--- src/rtl/result_requant_drain_pkg.sv ---
// Shared widths, types and saturation helper for the result requantize/drain path.
package result_requant_drain_pkg;

   localparam int unsigned N_RES   = 16;
   localparam int unsigned ACC_W   = 32;
   localparam int unsigned OUT_W   = 8;
   localparam int unsigned SCALE_W = 16;
   localparam int unsigned SHIFT_W = 5;
   localparam int unsigned IDX_W   = 4;
   localparam int unsigned CNT_W   = 5;
   localparam int unsigned PROD_W  = ACC_W + SCALE_W + 1;
   // One guard bit so rounding/zero-point addition can never wrap
   localparam int unsigned SUM_W   = PROD_W + 1;

   localparam int Q_MIN = -128;
   localparam int Q_MAX = 127;

   typedef logic signed [ACC_W-1:0]  acc_t;
   typedef logic signed [OUT_W-1:0]  q_t;
   typedef logic signed [PROD_W-1:0] prod_t;
   typedef logic signed [SUM_W-1:0]  sum_t;

   typedef enum logic [1:0] {
      ST_IDLE  = 2'd0,
      ST_DRAIN = 2'd1,
      ST_DONE  = 2'd2
   } state_e;

   // Clamp a wide signed value into the int8 output range
   function automatic q_t sat_q(input sum_t v);
      q_t res;
      if (v > SUM_W'(Q_MAX)) begin
         res = q_t'(Q_MAX);
      end else if (v < SUM_W'(Q_MIN)) begin
         res = q_t'(Q_MIN);
      end else begin
         res = q_t'(v);
      end
      return res;
   endfunction

endpackage

--- src/rtl/result_requant_drain_if.sv ---
// Byte stream toward the router/next layer: valid/ready with element index.
interface result_requant_drain_if;
   import result_requant_drain_pkg::*;

   q_t               out_data;
   logic [IDX_W-1:0] out_index;
   logic             out_valid;
   logic             out_ready;

   modport master (output out_data, output out_index, output out_valid, input out_ready);
   modport slave  (input out_data, input out_index, input out_valid, output out_ready);

endinterface

--- src/rtl/result_requant_drain_requant_lane.sv ---
// Two-stage requantize pipe: S1 multiply, S2 round/shift/offset/saturate; whole pipe freezes on stall.
module result_requant_drain_requant_lane
   import result_requant_drain_pkg::*;
(
   input  logic               clk,
   input  logic               rst_n,
   input  logic               stall_i,
   input  logic               in_valid_i,
   input  logic [IDX_W-1:0]   in_index_i,
   input  acc_t               acc_i,
   input  logic [SCALE_W-1:0] scale_i,
   input  logic [SHIFT_W-1:0] shift_i,
   input  q_t                 zp_i,
   output q_t                 out_data_o,
   output logic [IDX_W-1:0]   out_index_o,
   output logic               out_valid_o
);

   prod_t            prod_d;
   prod_t            prod_q;
   logic [IDX_W-1:0] idx1_q;
   logic             v1_q;
   q_t               data_d;
   q_t               data_q;
   logic [IDX_W-1:0] idx2_q;
   logic             v2_q;
   sum_t             rnd_c;
   sum_t             sum_c;
   sum_t             rsh_c;
   sum_t             val_c;

   // Signed accumulator times zero-extended unsigned scale
   always_comb begin
      prod_d = PROD_W'(acc_i) * PROD_W'($signed({1'b0, scale_i}));
   end

   // Round half toward +inf, arithmetic shift, add zero point, saturate
   always_comb begin
      rnd_c = '0;
      if (shift_i != '0) begin
         rnd_c = SUM_W'(1) <<< (shift_i - SHIFT_W'(1));
      end
      sum_c  = SUM_W'(prod_q) + rnd_c;
      rsh_c  = sum_c >>> shift_i;
      val_c  = rsh_c + SUM_W'(zp_i);
      data_d = sat_q(val_c);
   end

   // Stage 1 register
   always_ff @(posedge clk or negedge rst_n) begin
      if (!rst_n) begin
         prod_q <= '0;
         idx1_q <= '0;
         v1_q   <= 1'b0;
      end else if (!stall_i) begin
         v1_q <= in_valid_i;
         if (in_valid_i) begin
            prod_q <= prod_d;
            idx1_q <= in_index_i;
         end
      end
   end

   // Stage 2 (output) register
   always_ff @(posedge clk or negedge rst_n) begin
      if (!rst_n) begin
         data_q <= '0;
         idx2_q <= '0;
         v2_q   <= 1'b0;
      end else if (!stall_i) begin
         v2_q <= v1_q;
         if (v1_q) begin
            data_q <= data_d;
            idx2_q <= idx1_q;
         end
      end
   end

   assign out_data_o  = data_q;
   assign out_index_o = idx2_q;
   assign out_valid_o = v2_q;

endmodule

--- src/rtl/result_requant_drain.sv ---
// Snapshot 16 accumulators on start, requantize to int8 and stream them out in index order.
module result_requant_drain
   import result_requant_drain_pkg::*;
(
   input  logic                   clk,
   input  logic                   reset,
   input  logic                   start,
   input  logic [SCALE_W-1:0]     scale,
   input  logic [SHIFT_W-1:0]     shift,
   input  q_t                     zero_point,
   input  acc_t                   result_buffer [N_RES],
   result_requant_drain_if.master out_if,
   output logic                   busy,
   output logic                   done
);

   state_e             state_q;
   state_e             state_d;
   acc_t               snap_q [N_RES];
   logic [SCALE_W-1:0] scale_q;
   logic [SHIFT_W-1:0] shift_q;
   q_t                 zp_q;
   logic [CNT_W-1:0]   rd_cnt_q;
   logic [CNT_W-1:0]   rd_cnt_d;
   logic               busy_q;
   logic               busy_d;
   logic               done_q;
   logic               done_d;
   logic               capture_c;
   logic               issue_c;
   logic               stall_c;
   logic               last_hs_c;

   assign stall_c   = out_if.out_valid && !out_if.out_ready;
   assign last_hs_c = out_if.out_valid && out_if.out_ready
                      && (out_if.out_index == IDX_W'(N_RES - 1));

   // State register
   always_ff @(posedge clk or negedge reset) begin
      if (!reset) begin
         state_q <= ST_IDLE;
      end else begin
         state_q <= state_d;
      end
   end

   // Next-state logic
   always_comb begin
      state_d = state_q;
      unique case (state_q)
         ST_IDLE:  if (start) state_d = ST_DRAIN;
         ST_DRAIN: if (last_hs_c) state_d = ST_DONE;
         ST_DONE:  state_d = ST_IDLE;
         default:  state_d = ST_IDLE;
      endcase
   end

   // Output / datapath control
   always_comb begin
      capture_c = 1'b0;
      issue_c   = 1'b0;
      rd_cnt_d  = rd_cnt_q;
      busy_d    = (state_d == ST_DRAIN);
      done_d    = (state_d == ST_DONE);
      if (state_q == ST_IDLE && start) begin
         capture_c = 1'b1;
         rd_cnt_d  = '0;
      end else if (state_q == ST_DRAIN && rd_cnt_q < CNT_W'(N_RES) && !stall_c) begin
         issue_c  = 1'b1;
         rd_cnt_d = rd_cnt_q + CNT_W'(1);
      end
   end

   // Registered control outputs and read index
   always_ff @(posedge clk or negedge reset) begin
      if (!reset) begin
         rd_cnt_q <= '0;
         busy_q   <= 1'b0;
         done_q   <= 1'b0;
      end else begin
         rd_cnt_q <= rd_cnt_d;
         busy_q   <= busy_d;
         done_q   <= done_d;
      end
   end

   // Snapshot of accumulators and requant parameters at the accepted start
   always_ff @(posedge clk or negedge reset) begin
      if (!reset) begin
         for (int unsigned i = 0; i < N_RES; i++) begin
            snap_q[i] <= '0;
         end
         scale_q <= '0;
         shift_q <= '0;
         zp_q    <= '0;
      end else if (capture_c) begin
         snap_q  <= result_buffer;
         scale_q <= scale;
         shift_q <= shift;
         zp_q    <= zero_point;
      end
   end

   result_requant_drain_requant_lane u_lane (
      .clk         (clk),
      .rst_n       (reset),
      .stall_i     (stall_c),
      .in_valid_i  (issue_c),
      .in_index_i  (rd_cnt_q[IDX_W-1:0]),
      .acc_i       (snap_q[rd_cnt_q[IDX_W-1:0]]),
      .scale_i     (scale_q),
      .shift_i     (shift_q),
      .zp_i        (zp_q),
      .out_data_o  (out_if.out_data),
      .out_index_o (out_if.out_index),
      .out_valid_o (out_if.out_valid)
   );

   assign busy = busy_q;
   assign done = done_q;

endmodule
--- src/flat_wrapper.sv ---
// flat-port wrapper written by rule: the top's interface ports become plain ports
module result_requant_drain_flat import result_requant_drain_pkg::*;
  (clk, reset, start, scale, shift, zero_point, result_buffer, busy, done, out_if_out_data, out_if_out_index, out_if_out_valid, out_if_out_ready);
  result_requant_drain_if out_if_i ();
  input  logic clk;
  input  logic reset;
  input  logic start;
  input  logic [SCALE_W-1:0] scale;
  input  logic [SHIFT_W-1:0] shift;
  input  q_t zero_point;
  input  acc_t result_buffer[N_RES];
  output logic busy;
  output logic done;
  output wire logic [$bits(out_if_i.out_data)-1:0] out_if_out_data;
  output wire logic [$bits(out_if_i.out_index)-1:0] out_if_out_index;
  output wire logic [$bits(out_if_i.out_valid)-1:0] out_if_out_valid;
  input wire logic [$bits(out_if_i.out_ready)-1:0] out_if_out_ready;
  assign out_if_out_data = out_if_i.out_data;
  assign out_if_out_index = out_if_i.out_index;
  assign out_if_out_valid = out_if_i.out_valid;
  assign out_if_i.out_ready = out_if_out_ready;
  result_requant_drain u_core (.clk(clk), .reset(reset), .start(start), .scale(scale), .shift(shift), .zero_point(zero_point), .result_buffer(result_buffer), .out_if(out_if_i), .busy(busy), .done(done));
endmodule
--- config.mk ---
export PLATFORM = sky130hd
export DESIGN_NAME = result_requant_drain_flat
export DESIGN_NICKNAME = d
export VERILOG_FILES = /design/src/rtl/result_requant_drain_pkg.sv /design/src/rtl/result_requant_drain_if.sv /design/src/rtl/result_requant_drain_requant_lane.sv /design/src/rtl/result_requant_drain.sv /design/src/flat_wrapper.sv
export SDC_FILE = /design/constraint.sdc
export NUM_CORES = 2
export LEC_CHECK = 0
export BUFFER_PORTS_ARGS = -buffer_cell sky130_fd_sc_hd__buf_2
export CORE_UTILIZATION = 50
export DETAILED_ROUTE_END_ITERATION = 8
export GPL_ROUTABILITY_DRIVEN = 0
export PLACE_DENSITY = 0.78
export SYNTH_ARGS = -nofsm -noshare
export SYNTH_HDL_FRONTEND = slang
export SYNTH_SLANG_ARGS = --single-unit
--- constraint.sdc ---
create_clock -name clk -period 9.77 [get_ports clk]
set_input_delay 0.977 -clock clk [delete_from_list [all_inputs] [get_ports clk]]
set_output_delay 0.977 -clock clk [all_outputs]
set_load 0.03 [all_outputs]
==> reports/qor.yml <==
cts_hold_buffers: 0
worst-slew-pin-transition_ns: 1.220
total_setup_buffers_inserted_after_cts: 0
die_x_um: 327.5
synth_top_area_share: 0.2915
setup.worst_path.end_class: "flop"
final_nets: 7632
netlist_top_cells_area: "dfrtp_1, fa_1, nand2_1"
layout_min_cycle_time_ns: 9.231
antenna_found_initial: 35
timing.setup.critical_path_class: "flop to flop"
cp.buffers_inverters: 3
hp-class: "input port to asynchronous set/reset pin"
number_of_ports_placed_on_the_die_boundary: 560
source_to_sink_clock_delay_at_the_later_pin_of_the_worst_skew_pair_ns: 0.67
ant_nets: 0
yosys.area_share.adder: 0.2326
num_rows: 119
async_flop_share: 1.000
hpwl_um: 135200
cp_cell_sequence: "buf_12, mux4_2, mux4_2, and2_1, fa_1, inv_1, fa_1, fa_1, fa_1, fa_1, fa_1, inv_1, ha_1, and3_1, o41ai_1, a311oi_1, o31ai_1, a21oi_1, a31oi_1, nand2b_1, a211oi_1, a21boi_0, xor2_1, o21ai_0"
final-hold-violation-count: 0
drt-pass1-iter-count: 9
syn_avg_cell_area_um2: 8.795
arrival_ns: 9.78
worstRegToRegCells: 24
grt.total_usage: 0.3285
worst_r2r_endpoint: "u_core.u_lane.prod_q[44]"
cts.htree.levels: 3
synth_top_family_by_area: "adder cells"
regToRegSetupSlack_ns: 0.54
slew_headroom: 0.1866
place.port_buffers: 559
synth_top_cell_by_area: "dfrtp_1"
grt_first_pass_wirelength_um: 268900
finalSetupViolations: 0
number_of_global_route_vias_before_repair: 46790
die-height_um: 327.5
fillerInstances: 9069
drtIter0Drc: 5239
outcome: "completed"
synth_compound_area_frac: 0.08605
cp_common_cell: "fa_1"
yosys-mux-area-fraction: 0.08822
yosys.area_share.xor_xnor: 0.02232
worst_path_largest_cell_delay_ns: 0.77
vias_after_detailed_routing: 46080
setup-tns-final_ns: 0
yosys.area_share.simple: 0.2166
yosys.cell_types.count: 89
max_freq_mhz: 108.3
worstPathMaxFanout: 36
yosys_most_used_dff: "dfrtp_1"
cp-startpoint: "u_core.rd_cnt_q[0]"
clock_pin_slew_of_the_registers_on_the_worst_case_setup_and_hold_paths_ns: 0.06
cts-resized-gates: 0
critPathLaunchType: "flop"
design.core.area_um2: 105100
timing.final.crit_share: 0.9448
critical_path.slowest_cell: "dfrtp_4"
critical_path.reg2reg.startpoint: "u_core.rd_cnt_q[0]"
cts_inserted_buffers: 67
synthesis.area_um2: 52970
starting_density_of_the_core: 0.5039
synth_seq_area_share: 0.2915
number_of_max_cap_violations: 0
report.final.slew_viol_count: 0
final_common_cell: "nand2_1"
syn_to_final_growth_pct: 12.03
synth_fp_nets: 7258
unrepaired_setup_endpoints_after_global_routing: "false"
cts.root.buffer_cell: "clkbuf_16"
most-common-layout-cells: "nand2_1, dfrtp_1, buf_2"
critical_path_required_ns: 10.32
largest_net_degree_at_the_start_of_global_routing: 220
critical_path.top_delay_family: "adder cells"
cts-root-to-sink-buffers: 3
residual_drc: 0
yosysWarningCount: 0
grt.overflow.total: 0
clock-sinks: 617
floorplan.die_area_um2: 107200
wirelength_um: 174500
yosys_register_bits: 617
avgRoutedWirePerCell_um: 22.19
tritoncts: "yes"
viasPerCell: 5.859
final.setup_skew_ns: 0.03461
synth_enable_flop_cells: 0
synthesis.instances: 6023
fraction_of_layout_cells_with_a_size_suffix_above_1: 0.1507
==> per-stage QoR <==
step	setup slack, ns	instances	util	hold WS (ns)	area [um^2]
5_1_grt	0.08023	7856	0.5644	0.4767	59320
3_5_place_dp	0.6658	7719	0.5425	0.4566	57020
4_1_cts	0.6243	7840	0.5640	0.4616	59280
3_3_place_gp	0.7489	7719	0.5425	0.4524	57020
6_report	0.5391	7864	0.5645	0.4409	59340
2_1_floorplan	1.255	6023	-	0.4386	52970
==> cell families after synthesis <==
family | after synthesis
xor gates and xnor gates | 135
adders and majority gates | 690
other | 1
muxes | 258
and+or+nand+nor | 2759
buffers and inverters | 881
AOI/OAI and AO/OA | 682
DFF | 617
==> flip-flops by register name, summed over array words and instances (netlist names), 5 cells and up <==
signal and count:
u_core.rd_cnt_q 5, u_core.scale_q 16, u_core.shift_q 5, u_core.snap_q 512, u_core.u_lane.out_data_o 8, u_core.u_lane.prod_q 49
u_core.zp_q 8
==> cell usage after synthesis, types with 6 or more instances <==
library cell  count
or3_1            16
o21ai_0         157
mux2_2           21
o21ai_1           6
a21o_1           86
o221ai_1          9
a21boi_0         11
nand2b_1         22
inv_1           543
a21oi_1         136
dfrtp_1         617
nor2_1          130
clkbuf_1        302
buf_1            28
fa_1            491
a221o_1          14
o2111ai_1         8
xor2_1           64
nand4_1          28
a221oi_1          7
o21bai_1         20
nand2_1        2163
o21a_1           31
a211oi_1         34
mux4_2          165
and3_1           19
o31ai_1          17
or4_1             6
xnor2_1          71
or2_2             7
o211ai_1         24
nor3_1           54
and2_1          227
nor4_1           13
o22ai_1          16
a211o_1          11
ha_1            199
nand3_1          42
nor2b_1          10
a31oi_1          21
mux2i_1          72
==> per-layer routing <==
layer | track usage | wire (um) | up-vias
li1 | - | - | 20180
met1 | 0.3983 | 62150 | 22350
met3 | 0.08278 | 18310 | 677
met4 | 0.2440 | 15330 | 26
met5 | 0 | 174 | -
met2 | 0.5085 | 78560 | 2839
==> how the worst max path moves through the flow <==
| stage | endpoint | slack [ns] | depth (start not counted) |
|---|---|---|---|
| after global placement | u_core.u_lane.prod_q[47] | 0.75 | 26 |
| after global routing | u_core.u_lane.out_data_o[2] | 0.08 | 33 |
| after detailed placement | u_core.u_lane.prod_q[44] | 0.67 | 24 |
| after CTS | u_core.u_lane.prod_q[44] | 0.62 | 24 |
| final | u_core.u_lane.prod_q[44] | 0.54 | 24 |
| after floorplan | u_core.u_lane.prod_q[46] | 1.26 | 29 |
==> final cells by class <==
cell class,instances,area (um^2),area share
diodes,24,60.06,0.001012
clock buffers,99,1978,0.03333
clock inverters,22,281.5,0.004744
inverters,545,2046,0.03447
multi-input cells,4525,34230,0.5767
flip-flops and latches,617,15450,0.2604
well taps,1391,1740,0.02933
repair buffers,641,3561,0.06000
Power is not shown: default switching activity piles up to over one toggle a cycle in this logic, so the estimate is an artifact.
